## config.mk

```make
export PLATFORM = sky130hd
export DESIGN_NAME = vram_arbiter
export DESIGN_NICKNAME = d
export VERILOG_FILES = /design/src/rtl/vram_arbiter.sv
export SDC_FILE = /design/constraint.sdc
export NUM_CORES = 1
export LEC_CHECK = 0
export ABC_AREA = 0
export BUFFER_PORTS_ARGS = -buffer_cell sky130_fd_sc_hd__buf_2
export CAP_MARGIN = 10
export CORE_AREA = 2 2 123 125
export CTS_CLUSTER_SIZE = 20
export DETAILED_ROUTE_END_ITERATION = 16
export DIE_AREA = 0 0 125 127
export PLACE_DENSITY_LB_ADDON = 0.25
export SLEW_MARGIN = 20
export SYNTH_ARGS = -nofsm -noshare
export SYNTH_HDL_FRONTEND = slang
export SYNTH_SLANG_ARGS = --single-unit
```

## constraint.sdc

```tcl
create_clock -name clk -period 3.48 [get_ports clk]
set_input_delay 0.174 -clock clk [delete_from_list [all_inputs] [get_ports clk]]
set_output_delay 0.174 -clock clk [all_outputs]
set_load 0.02 [all_outputs]
```

## src/rtl/vram_arbiter.sv

```systemverilog
`default_nettype none
// ============================================================================
// Module   : vram_arbiter
// Purpose  : Shares a single-port video RAM between the VGA scanout path and
//            CPU load/store requests. Sequential pixel words are prefetched
//            into a small FIFO ahead of the display; CPU accesses are served
//            in the gaps, except when the FIFO drops below a low watermark.
// Ports    : clk, rst                      - clock, synchronous active-high reset
//            frame_start                   - flush FIFO, restart fetch at word 0
//            pix_pop / pix_data / pix_valid - display-side FIFO head interface
//            underflow                     - sticky pop-while-empty flag
//            cpu_req/we/addr/wdata         - CPU request (held until cpu_ack)
//            cpu_ack / cpu_rdata           - one-cycle completion pulse + data
//            mem_en/we/addr/wdata/rdata    - SRAM controller port (1-cycle read)
// Revision : 1.0 - initial release
// ============================================================================
module vram_arbiter #(
    parameter int AW          = 19,
    parameter int DW          = 8,
    parameter int DEPTH       = 16,
    parameter int LOW_WM      = 4,
    parameter int FRAME_WORDS = 307200
) (
    input  logic          clk,
    input  logic          rst,
    input  logic          frame_start,
    input  logic          pix_pop,
    output logic [DW-1:0] pix_data,
    output logic          pix_valid,
    output logic          underflow,
    input  logic          cpu_req,
    input  logic          cpu_we,
    input  logic [AW-1:0] cpu_addr,
    input  logic [DW-1:0] cpu_wdata,
    output logic          cpu_ack,
    output logic [DW-1:0] cpu_rdata,
    output logic          mem_en,
    output logic          mem_we,
    output logic [AW-1:0] mem_addr,
    output logic [DW-1:0] mem_wdata,
    input  logic [DW-1:0] mem_rdata
);

    localparam int              c_PW        = $clog2(DEPTH);
    localparam int              c_CW        = c_PW + 1;
    localparam logic [c_CW-1:0] c_DEPTH     = c_CW'(DEPTH);
    localparam logic [c_CW-1:0] c_LOW_WM    = c_CW'(LOW_WM);
    localparam logic [c_CW-1:0] c_ONE       = c_CW'(1);
    localparam logic [AW-1:0]   c_LAST_ADDR = AW'(FRAME_WORDS - 1);

    localparam logic [0:0] c_ST_RUN      = 1'b0;
    localparam logic [0:0] c_ST_CPU_WAIT = 1'b1;

    // ------------------------------------------------------------------------
    // State
    // ------------------------------------------------------------------------
    logic [DW-1:0]   r_fifo [DEPTH];
    logic [c_PW-1:0] r_wr_ptr;
    logic [c_PW-1:0] r_rd_ptr;
    logic [c_CW-1:0] r_count;
    logic [DW-1:0]   r_pix_data;
    logic            r_underflow;
    logic [AW-1:0]   r_fetch_addr;
    logic            r_fetch_done;
    logic            r_disp_inflight;
    logic            r_cpu_we;
    logic [0:0]      r_state;

    logic [0:0]      w_state_next;
    logic            w_pop_ok;
    logic            w_push;
    logic [c_CW-1:0] w_count_after_pop;
    logic [c_CW-1:0] w_level;
    logic            w_disp_elig;
    logic            w_disp_urgent;
    logic            w_cpu_ok;
    logic            w_grant_cpu;
    logic            w_grant_disp;
    logic [c_PW-1:0] w_rd_ptr_inc;
    logic [DW-1:0]   w_head_next;

    // ------------------------------------------------------------------------
    // Occupancy and grant
    // ------------------------------------------------------------------------
    // A pop against an empty FIFO has no effect on occupancy.
    assign w_pop_ok          = pix_pop && (r_count != '0);
    // Data returning for a read issued before a flush belongs to the old frame.
    assign w_push            = r_disp_inflight && !frame_start;
    assign w_count_after_pop = r_count - c_CW'(w_pop_ok);
    // The in-flight read already owns a FIFO slot.
    assign w_level           = w_count_after_pop + c_CW'(r_disp_inflight);

    assign w_disp_elig   = !rst && !frame_start && !r_fetch_done && (w_level < c_DEPTH);
    assign w_disp_urgent = w_disp_elig && (w_level < c_LOW_WM);
    assign w_cpu_ok      = !rst && cpu_req && (r_state == c_ST_RUN);

    // Display below the watermark beats the CPU; otherwise the CPU wins and
    // the display takes any cycle the CPU leaves idle.
    assign w_grant_cpu  = w_cpu_ok && !w_disp_urgent;
    assign w_grant_disp = w_disp_elig && !w_grant_cpu;

    always_comb begin
        mem_en    = 1'b0;
        mem_we    = 1'b0;
        mem_addr  = '0;
        mem_wdata = '0;
        if (w_grant_cpu) begin
            mem_en    = 1'b1;
            mem_we    = cpu_we;
            mem_addr  = cpu_addr;
            mem_wdata = cpu_wdata;
        end else if (w_grant_disp) begin
            mem_en    = 1'b1;
            mem_addr  = r_fetch_addr;
        end
    end

    // ------------------------------------------------------------------------
    // CPU handshake FSM: CPU_WAIT spans the RAM read latency and keeps the
    // still-held request from being granted a second time.
    // ------------------------------------------------------------------------
    always_ff @(posedge clk) begin
        if (rst) begin
            r_state  <= c_ST_RUN;
            r_cpu_we <= 1'b0;
        end else begin
            r_state <= w_state_next;
            if (w_grant_cpu) begin
                r_cpu_we <= cpu_we;
            end
        end
    end

    always_comb begin
        w_state_next = r_state;
        cpu_ack      = 1'b0;
        cpu_rdata    = '0;
        case (r_state)
            c_ST_RUN: begin
                if (w_grant_cpu) begin
                    w_state_next = c_ST_CPU_WAIT;
                end
            end
            c_ST_CPU_WAIT: begin
                cpu_ack      = 1'b1;
                cpu_rdata    = r_cpu_we ? '0 : mem_rdata;
                w_state_next = c_ST_RUN;
            end
            default: begin
                w_state_next = c_ST_RUN;
            end
        endcase
    end

    // ------------------------------------------------------------------------
    // Prefetch FIFO with a registered head word
    // ------------------------------------------------------------------------
    assign w_rd_ptr_inc = r_rd_ptr + c_PW'(1);

    // r_pix_data always mirrors r_fifo[r_rd_ptr] while the FIFO is non-empty,
    // and otherwise keeps the last word shown.
    always_comb begin
        w_head_next = r_pix_data;
        if (w_pop_ok) begin
            if (r_count > c_ONE) begin
                w_head_next = r_fifo[w_rd_ptr_inc];
            end else if (w_push) begin
                w_head_next = mem_rdata;
            end
        end else if ((r_count == '0) && w_push) begin
            w_head_next = mem_rdata;
        end
    end

    always_ff @(posedge clk) begin
        if (!rst && w_push) begin
            r_fifo[r_wr_ptr] <= mem_rdata;
        end
    end

    always_ff @(posedge clk) begin
        if (rst) begin
            r_wr_ptr        <= '0;
            r_rd_ptr        <= '0;
            r_count         <= '0;
            r_pix_data      <= '0;
            r_underflow     <= 1'b0;
            r_fetch_addr    <= '0;
            r_fetch_done    <= 1'b0;
            r_disp_inflight <= 1'b0;
        end else begin
            r_disp_inflight <= w_grant_disp;
            if (frame_start) begin
                r_wr_ptr     <= '0;
                r_rd_ptr     <= '0;
                r_count      <= '0;
                r_underflow  <= 1'b0;
                r_fetch_addr <= '0;
                r_fetch_done <= 1'b0;
            end else begin
                if (w_push) begin
                    r_wr_ptr <= r_wr_ptr + c_PW'(1);
                end
                if (w_pop_ok) begin
                    r_rd_ptr <= w_rd_ptr_inc;
                end
                r_count    <= w_count_after_pop + c_CW'(w_push);
                r_pix_data <= w_head_next;
                if (pix_pop && (r_count == '0)) begin
                    r_underflow <= 1'b1;
                end
                if (w_grant_disp) begin
                    r_fetch_addr <= r_fetch_addr + AW'(1);
                    if (r_fetch_addr == c_LAST_ADDR) begin
                        r_fetch_done <= 1'b1;
                    end
                end
            end
        end
    end

    assign pix_data  = r_pix_data;
    assign pix_valid = (r_count != '0);
    assign underflow = r_underflow;

endmodule
`default_nettype wire

```

# Yosys cells after proc, flatten, opt, wreduce, memory -nomap -nowiden
# Memory sizes are Yosys's and may differ from the RTL's.
# Cells that the tools add are included.
# word_totals
register_bits,45
ramBits,128
inputBits,41
out_inout_bits,48
wordCells,65
mem_count,1
# op_classes
add_sub_neg,6
magnitude_cmp,3
eq_ne,2
n_mux,17
bitwise,2
n_reduce_logical,24
# mem_list
memory,depth,word_bits,rd,rd_clocked_by_memory_dff,wr,line_no,source
r_fifo,16,8,1,0,1,57,logic [DW-1:0] r_fifo [DEPTH];
# ops
op,n
two-way mux 8 bit,7
two-way mux 19 bit,2
adder 19 x 1 -> 19 bit (second input constant),1
== test 19 bit (second input constant),1
logical AND 1 bit,13
adder 5 x 1 -> 5 bit,2
adder 4 x 1 -> 4 bit (second input constant),2
two-way mux 1 bit,7
> comparator 5 x 1 -> 1 bit (second input constant),1
zero test 1 bit,5
zero test 5 bit,1
< comparator 5 x 3 -> 1 bit (second input constant),1
< comparator 5 bit (second input constant),1
nonzero test 5 bit,1
subtractor 5 x 1 -> 5 bit,1
!= test 3 x 1 -> 1 bit (second input constant),1
AND reduction 3 bit,1
inverter 1 bit,2
one-hot mux 1 bit (2 select lines),1
AND reduction 2 bit,1
nonzero test 2 bit,1
OR reduction 2 bit,1

# Logic depth before layout (Yosys ltp)
# Gate-level depths: netlist (run 1).
# logic_depth
ltp_word,13
ltp_mapped,16
ltp_nobuf,12

# Least setup slack after synthesis (run 1)
# OpenSTA, ideal clock, no wires.
# synth_path
path_type,register to output
start,reg r_count[3]
end,out mem_addr[0]
arrival_ns,3.512
required_ns,3.306
setup_slack_ns,-0.206
stages_incl_launch_ff,16
path_buffers,4
path_cell_list,dfxtp_1 buf_4 or4_1 nor2_1 nor2b_1 clkbuf_1 ha_1 ha_1 nor3b_2 and3_1 a31oi_4 mux2i_4 or2_1 buf_4 buf_2 a22o_1
# synth_between
elab_chain_cells,13
elab_cells_between_ends,14
classes_between,add/sub: 2; order compare: 2; mux: 2; reduce/logical: 8
# synth_lines
item,line_no,source
from (decl),60,logic [c_CW-1:0] r_count;
from (signal assigned),207,r_count <= w_count_after_pop + c_CW'(w_push);
nonzero test 5 bit,86,assign w_pop_ok = pix_pop && (r_count != '0);
logical AND 1 bit,86,
subtractor 5 x 1 -> 5 bit (*),89,assign w_count_after_pop = r_count - c_CW'(w_pop_ok);
adder 5 x 1 -> 5 bit (*),91,assign w_level = w_count_after_pop + c_CW'(r_disp_inflight);
< comparator 5 bit,93,assign w_disp_elig = !rst && !frame_start && !r_fetch_done && (w_level < c_DEPTH);
logical AND 1 bit,93,
logical AND 1 bit,94,assign w_disp_urgent = w_disp_elig && (w_level < c_LOW_WM);
zero test 1 bit,99,assign w_grant_cpu = w_cpu_ok && !w_disp_urgent;
logical AND 1 bit,99,
zero test 1 bit,100,assign w_grant_disp = w_disp_elig && !w_grant_cpu;
logical AND 1 bit,100,
two-way mux 19 bit,112,end else if (w_grant_disp) begin
two-way mux 19 bit (*),107,if (w_grant_cpu) begin
to (decl),39,"output logic [AW-1:0] mem_addr,"
# Every way passes the cells marked *; elsewhere a longest branch is shown, timed or not.

# Worst setup path after layout (run 1)
# layout_path
start,reg r_count[3]
end,out mem_addr[6]
# The elaborated chain is that of the path after synthesis.

==> reports/summary.txt, run 1 <==
DRT iter0 DRCs - 383
Root Buffer - clkbuf_16
Period minus WS final - 3.57 ns
maximum root-to-sink buffer count - 2
ys async rst share - 0
violated checks - negative setup slack
multi-input logic area - 0.00292 mm^2
GRT Util Overall - 0.230
Worst-Margin Slew - 0.891 ns
Slew Limit Fails - 0
Inserted Clock Buffers - 17
dominant synthesized flop cell - edfxtp_1
Ports - 89
clk_skew - 0.00870 ns
WHS - 0.0289 ns
CTS clk-pin slew, worst paths - 0.06 ns
Fillers - 993
Final period util - 1.03
commonest non-fill, non-tap cell in the layout - edfxtp_1
Yosys reg bits - 173
Port Buf Inserts - 88
initial antenna violation count - 0
Slew HR - 0.404
register area - 0.00475 mm^2
Clock Latency Late Sink - 0.43 ns
post-synthesis cell count - 555
NumNets Final - 723
Crit Path Class - flip-flop to output pin
Die Height - 127 um
maximum clock frequency - 280 MHz
endpoints failing hold - 0
Leak - 3.48 nW
total global routing overflow - 0
first-pass GRT wire length - 27700 um
setup violators final - 23
depth of the CTS H-tree - 4
total power - 5.05 mW
DR pass1 iterations - 5
Die Wd - 125 um
syn nets - 606
Inserted Diodes - 0
Residual DRC - 0
most frequent cells in the layout - 128 x edfxtp_1, 60 x buf_2, 52 x nor2_1, 42 x dfxtp_1, 33 x nand2_1
vias per inst - 5.76
via count - 5001
Rows - 44
critical path fanouts, max - 9
Peak VDD IR - 0.372 mV
Mapped Area - 0.00759 mm^2
r2r setup slk - 0.17 ns
CTS tree - yes
syn avg cell area - 13.7 um^2
RSZ-0062 raised after global routing - yes
via count of the first global-routing pass - 5087
PD cells - 529 mW/mm^2
CP Launch Type - flip-flop
worst hold path class - input port to flip-flop
final core utilization - 0.662
sequential-to-total area share from yosys stat - 0.625
Setup Slack @ Placement - -0.0153 ns
WL/cell - 20.5 um
Initial Util - 0.527
synthesis-to-layout area growth - 25.7%
Total Wirelength - 17800 um
synth unique cells - 48
setup_tns - -1.67 ns
largest net degree at the start of global routing - 30
CP arrival - 3.39 ns
CTS sink cnt - 173
Final WS setup - -0.0875 ns
Max Cap Viol - 0
die footprint - 0.0159 mm^2
Worst Setup End Kind - output pin
post-route ant nets - 0
Final GP Congestion - 0.832
Worst EP required - 3.31 ns
number of synthesized flops with an enable pin - 128
status - finished, violations left
core area - 0.0144 mm^2
Synth warnings - 0
post-DP HPWL - 11400 um
layout cell share with drive strength beyond 1 - 0.344
==> where the power goes <==
group	internal (mW)	total [mW]	switching [mW]
clock network	1.12	1.88	0.761
logic	0.425	0.890	0.465
registers	2.25	2.28	0.0320
total	3.79	5.05	1.26
==> cell usage after synthesis (6+ instances only) <==
cell type | n | share of area
mux4_2 | 32 | 0.095
nor4_1 | 8 | 0.0066
inv_1 | 26 | 0.013
o22ai_1 | 9 | 0.0074
nand3_1 | 9 | 0.0059
mux2i_1 | 8 | 0.011
a22o_1 | 20 | 0.023
and2_1 | 22 | 0.018
a21oi_1 | 6 | 0.0040
clkbuf_1 | 12 | 0.0059
buf_2 | 7 | 0.0046
xnor2_1 | 10 | 0.012
o21ai_0 | 22 | 0.014
nand2_1 | 33 | 0.016
ha_1 | 10 | 0.016
dfxtp_1 | 45 | 0.12
nor2b_1 | 21 | 0.017
edfxtp_1 | 128 | 0.51
xor2_1 | 12 | 0.014
nor2_1 | 55 | 0.027
==> final timing paths <==
kind / start / endpoint / cells after the start
setup reg to reg: r_count[3] / r_fetch_addr[11] / 15
hold / removal: cpu_we / r_cpu_we / 3
hold reg to reg: pix_data[6] / pix_data[6] / 2
setup / recovery: r_count[3] / mem_addr[6] / 13
==> per-layer routing <==
metal  global-route usage  vias to the layer above  wire length, um
met5                    0                        -                0
met4               0.0843                        0              426
met3               0.0653                       26             1230
met2                0.387                      208             8990
met1                0.287                     2477             7150
li1                     -                     2290                -
==> registers in the layout (all words and copies together), names as in the netlist <==
| name | flops |
|---|---|
| r_fetch_addr | 19 |
| underflow | 1 |
| r_state | 1 |
| pix_data | 8 |
| r_cpu_we | 1 |
| r_fifo | 128 |
| r_disp_inflight | 1 |
| r_fetch_done | 1 |
| r_count | 5 |
| r_rd_ptr | 4 |
| r_wr_ptr | 4 |
==> critical path, stage by stage (launching register included) <==
cell and delay, ns:
dfxtp_2 0.32, or4_4 0.55, nor2_4 0.14, nor2b_4 0.07, ha_4 0.17, ha_4 0.25, nor3b_4 0.19, and3_4 0.22
a31oi_4 0.06, mux2i_4 0.21, or2_4 0.28, buf_12 0.16, a22o_4 0.21, buf_6 0.13
==> stage by stage <==
stage	cell area (um^2)	cells
2_1_floorplan	7800	555
5_1_grt	9550	868
3_3_place_gp	8490	814
6_report	9550	868
3_5_place_dp	8490	814
4_1_cts	9490	866
==> cells by family (layout without fill, tap and decap cells) <==
family | count (synthesis) | after routing | share of synthesized area
mux | 41 | 41 | 0.108
buf+inv | 52 | 181 | 0.0293
compound gates | 75 | 75 | 0.0710
simple gates | 181 | 181 | 0.123
fa+ha+maj | 10 | 10 | 0.0165
flops | 173 | 173 | 0.625
xor+xnor | 23 | 23 | 0.0275
==> layout make-up <==
cell class                      instances  area share
Timing Repair Buffer                  124       0.102
Sequential cell                       173       0.497
Tap cell                              184      0.0241
Inverter                               26      0.0102
Multi-Input combinational cell        330       0.305
Clock buffer                           19      0.0453
Clock inverter                         12      0.0155
==> timing repair <==
| action | in CTS | in global routing |
|---|---|---|
| pin swaps | 9 | 9 |
| endpoints found under the setup margin | 28 | 28 |
| hold buffers | 1 | 0 |
| cloned | 3 | 0 |
| setup buffers | 17 | 2 |
| hold endpoints to repair | 1 | 0 |
| resized for setup | 66 | 18 |
No activity file was read; power rests on OpenSTA's default activity.
==> inputs of run 2 (changes only) <==
- MAX_ROUTING_LAYER: default -> met4
==> run 2 against run 1 <==
  * The flow still finishes with violations (negative setup slack)
  * Critical path depth stayed put
  * Design area did not move
  * Register-to-register slack about the same
  * Die area unchanged
  * Non-clock buffer count did not move
  * Clock power barely moved
  * Wire length increased by 0.33%
  * Sequential share of layout area did not move
  * Flip-flop and latch count did not move
  * Total power hardly changed
  * Sequential power hardly changed
  * Clock skew shrank 0.00093 ns
  * Critical endpoint unchanged
==> reports/summary.txt, run 2 (synthesis gave the netlist of run 1 again) <==
CP max stage delay - 0.55 ns (about the same)
maximum root-to-sink buffer count - 2 (unchanged)
Worst EP required - 3.31 ns (about the same)
Worst Setup End Kind - output pin (unchanged)
setup violators final - 23 (unchanged)
CTS tree - yes (unchanged)
Reg-to-Reg End - r_fetch_addr[11] (unchanged)
multi-input logic area - 0.00292 mm^2 (unchanged)
maximum clock frequency - 280 MHz (about the same)
CTS clk-pin slew, worst paths - 0.06 ns (about the same)
total global routing overflow - 0 (unchanged)
core area - 0.0144 mm^2 (unchanged)
synthesis-to-layout area growth - 25.7% (unchanged)
critical path fanouts, max - 9 (unchanged)
depth of the CTS H-tree - 4 (unchanged)
Worst-Margin Slew - 0.891 ns (about the same)
Residual DRC - 0 (unchanged)
WL/cell - 20.6 um (was 20.5 um)
Final period util - 1.02 (was 1.03)
NumNets Final - 723 (unchanged)
die footprint - 0.0159 mm^2 (unchanged)
r2r setup slk - 0.18 ns (was 0.17 ns)
Crit Path Class - flip-flop to output pin (unchanged)
via count - 5030 (was 5001)
Inserted Clock Buffers - 17 (unchanged)
Die Height - 127 um (unchanged)
via count of the first global-routing pass - 5086 (was 5087)
Period minus WS final - 3.57 ns (about the same)
Hold Crit Start - cpu_we (unchanged)
DRT iter0 DRCs - 354 (was 383)
largest net degree at the start of global routing - 30 (unchanged)
initial antenna violation count - 0 (unchanged)
Total Wirelength - 17900 um (was 17800 um)
CP Launch Type - flip-flop (unchanged)
Inserted Diodes - 0 (unchanged)
number of cells on the worst reg-to-reg path - 15 (unchanged)
violated checks - negative setup slack (unchanged)
endpoints failing hold - 0 (unchanged)
Clock Latency Late Sink - 0.43 ns (about the same)
Slew HR - 0.404 (about the same)
vias per inst - 5.79 (was 5.76)
setup_tns - -1.62 ns (was -1.67 ns)
commonest non-fill, non-tap cell in the layout - edfxtp_1 (unchanged)
DR pass1 iterations - 5 (unchanged)
reg-to-reg critical path startpoint - r_count[3] (unchanged)
CP Cell Sequence - or4_4 > nor2_4 > nor2b_4 > ha_4 > ha_4 > nor3b_4 > and3_4 > a31oi_4 > mux2i_4 > or2_4 > buf_12 > a22o_4 > buf_6 (unchanged)
CP arrival - 3.39 ns (about the same)
layout cell share with drive strength beyond 1 - 0.344 (unchanged)
most frequent cells in the layout - 128 x edfxtp_1, 60 x buf_2, 52 x nor2_1, 42 x dfxtp_1, 33 x nand2_1 (unchanged)
crit-path most repeated cell - ha_4 (unchanged)
RSZ-0062 raised after global routing - yes (unchanged)
Leak - 3.48 nW (unchanged)
post-DP HPWL - 11400 um (unchanged)
Fillers - 993 (unchanged)
Port Buf Inserts - 88 (unchanged)
CTS sink cnt - 173 (unchanged)
Peak VDD IR - 0.370 mV (was 0.372 mV)
Die Wd - 125 um (unchanged)
PD cells - 529 mW/mm^2 (about the same)
Rows - 44 (unchanged)
worst hold path class - input port to flip-flop (unchanged)
post-route ant nets - 0 (unchanged)
register area - 0.00475 mm^2 (unchanged)
hold depth - 3 (unchanged)
Ports - 89 (unchanged)
GRT Util Overall - 0.238 (was 0.230)
Final GP Congestion - 0.845 (was 0.832)
Slew Limit Fails - 0 (unchanged)
Final WS setup - -0.0855 ns (was -0.0875 ns)
status - finished, violations left (unchanged)
Largest Register - r_fifo (unchanged)
max FFs per register - 128 (unchanged)
first-pass GRT wire length - 27700 um (about the same)
clk_skew - 0.00778 ns (was 0.00870 ns)
final core utilization - 0.662 (unchanged)
Initial Util - 0.527 (unchanged)
hold endpoint - r_cpu_we (unchanged)
Worst path slowest cell - or4_4 (unchanged)
Max Cap Viol - 0 (unchanged)
Root Buffer - clkbuf_16 (unchanged)
run 2: cell counts in the layout (fill, tap and decap cells not counted):
No cell type changed its count.
run 2: layout make-up:
class	instances	share of cell area
sequential	173	0.497
multi-input combinational	330	0.305
timing repair buffer	124	0.102
clock buffer	19	0.0453
tap	184	0.0241
clock inverter	12	0.0155
inverter	26	0.0102
run 2: timing repair:
item / CTS / global route
hold endpoints to repair: 1 / 0
pin swaps: 9 / 9
gates resized for setup: 66 / 18
hold buffers: 1 / 0
buffers inserted: 17 / 2
endpoints found under the setup margin: 28 / 28
gates cloned: 3 / 0
run 2: through the flow:
step / hold slack, ns / total power, mW / std cells / instance area [um^2] / setup slack (ns)
after floorplan: 0.246 / 2.81 / 555 / 7800 / 0.0113
after global placement: 0.424 / 3.00 / 814 / 8490 / 0.162
after detailed placement: 0.427 / 3.03 / 814 / 8490 / -0.0153
after CTS: 0.00957 / 5.04 / 866 / 9490 / -0.0686
after global routing: 0.0392 / 5.22 / 868 / 9550 / -0.198
final: 0.0316 / 5.05 / 868 / 9550 / -0.0855
run 2: critical path, delay by kind of cell, from the launching register on:
| family | cells | cell delay (ns) |
|---|---|---|
| muxes | 1 | 0.21 |
| adders and majority gates | 2 | 0.42 |
| and+or+nand+nor | 6 | 1.46 |
| AOI/OAI and AO/OA | 2 | 0.27 |
| DFF | 1 | 0.32 |
| buffers and inverters | 2 | 0.29 |
run 2: power by group:
| part | switching (mW) | internal (mW) | leakage, nW |
|---|---|---|---|
| logic | 0.465 | 0.424 | 1.69 |
| clock network | 0.762 | 1.12 | 0.272 |
| registers | 0.0320 | 2.25 | 1.52 |
run 2: layer usage:
layer / track usage / share of wire / up-vias
met4: 0.0824 / 0.019 / 0
met5: - / 0 / -
met3: 0.0637 / 0.063 / 21
met1: 0.292 / 0.41 / 2510
li1: - / - / 2289
met2: 0.386 / 0.51 / 210
run 2: worst max path at each step:
stage | from | to | slack [ns] | depth (start not counted)
after floorplan | r_count[3] | mem_addr[0] | 0.01 | 15
after global placement | r_count[1] | mem_addr[16] | 0.16 | 13
after detailed placement | r_count[1] | mem_addr[14] | -0.02 | 14
after CTS | r_count[3] | mem_addr[15] | -0.07 | 13
after global routing | r_count[3] | mem_addr[1] | -0.20 | 13
final | r_count[3] | mem_addr[6] | -0.09 | 13
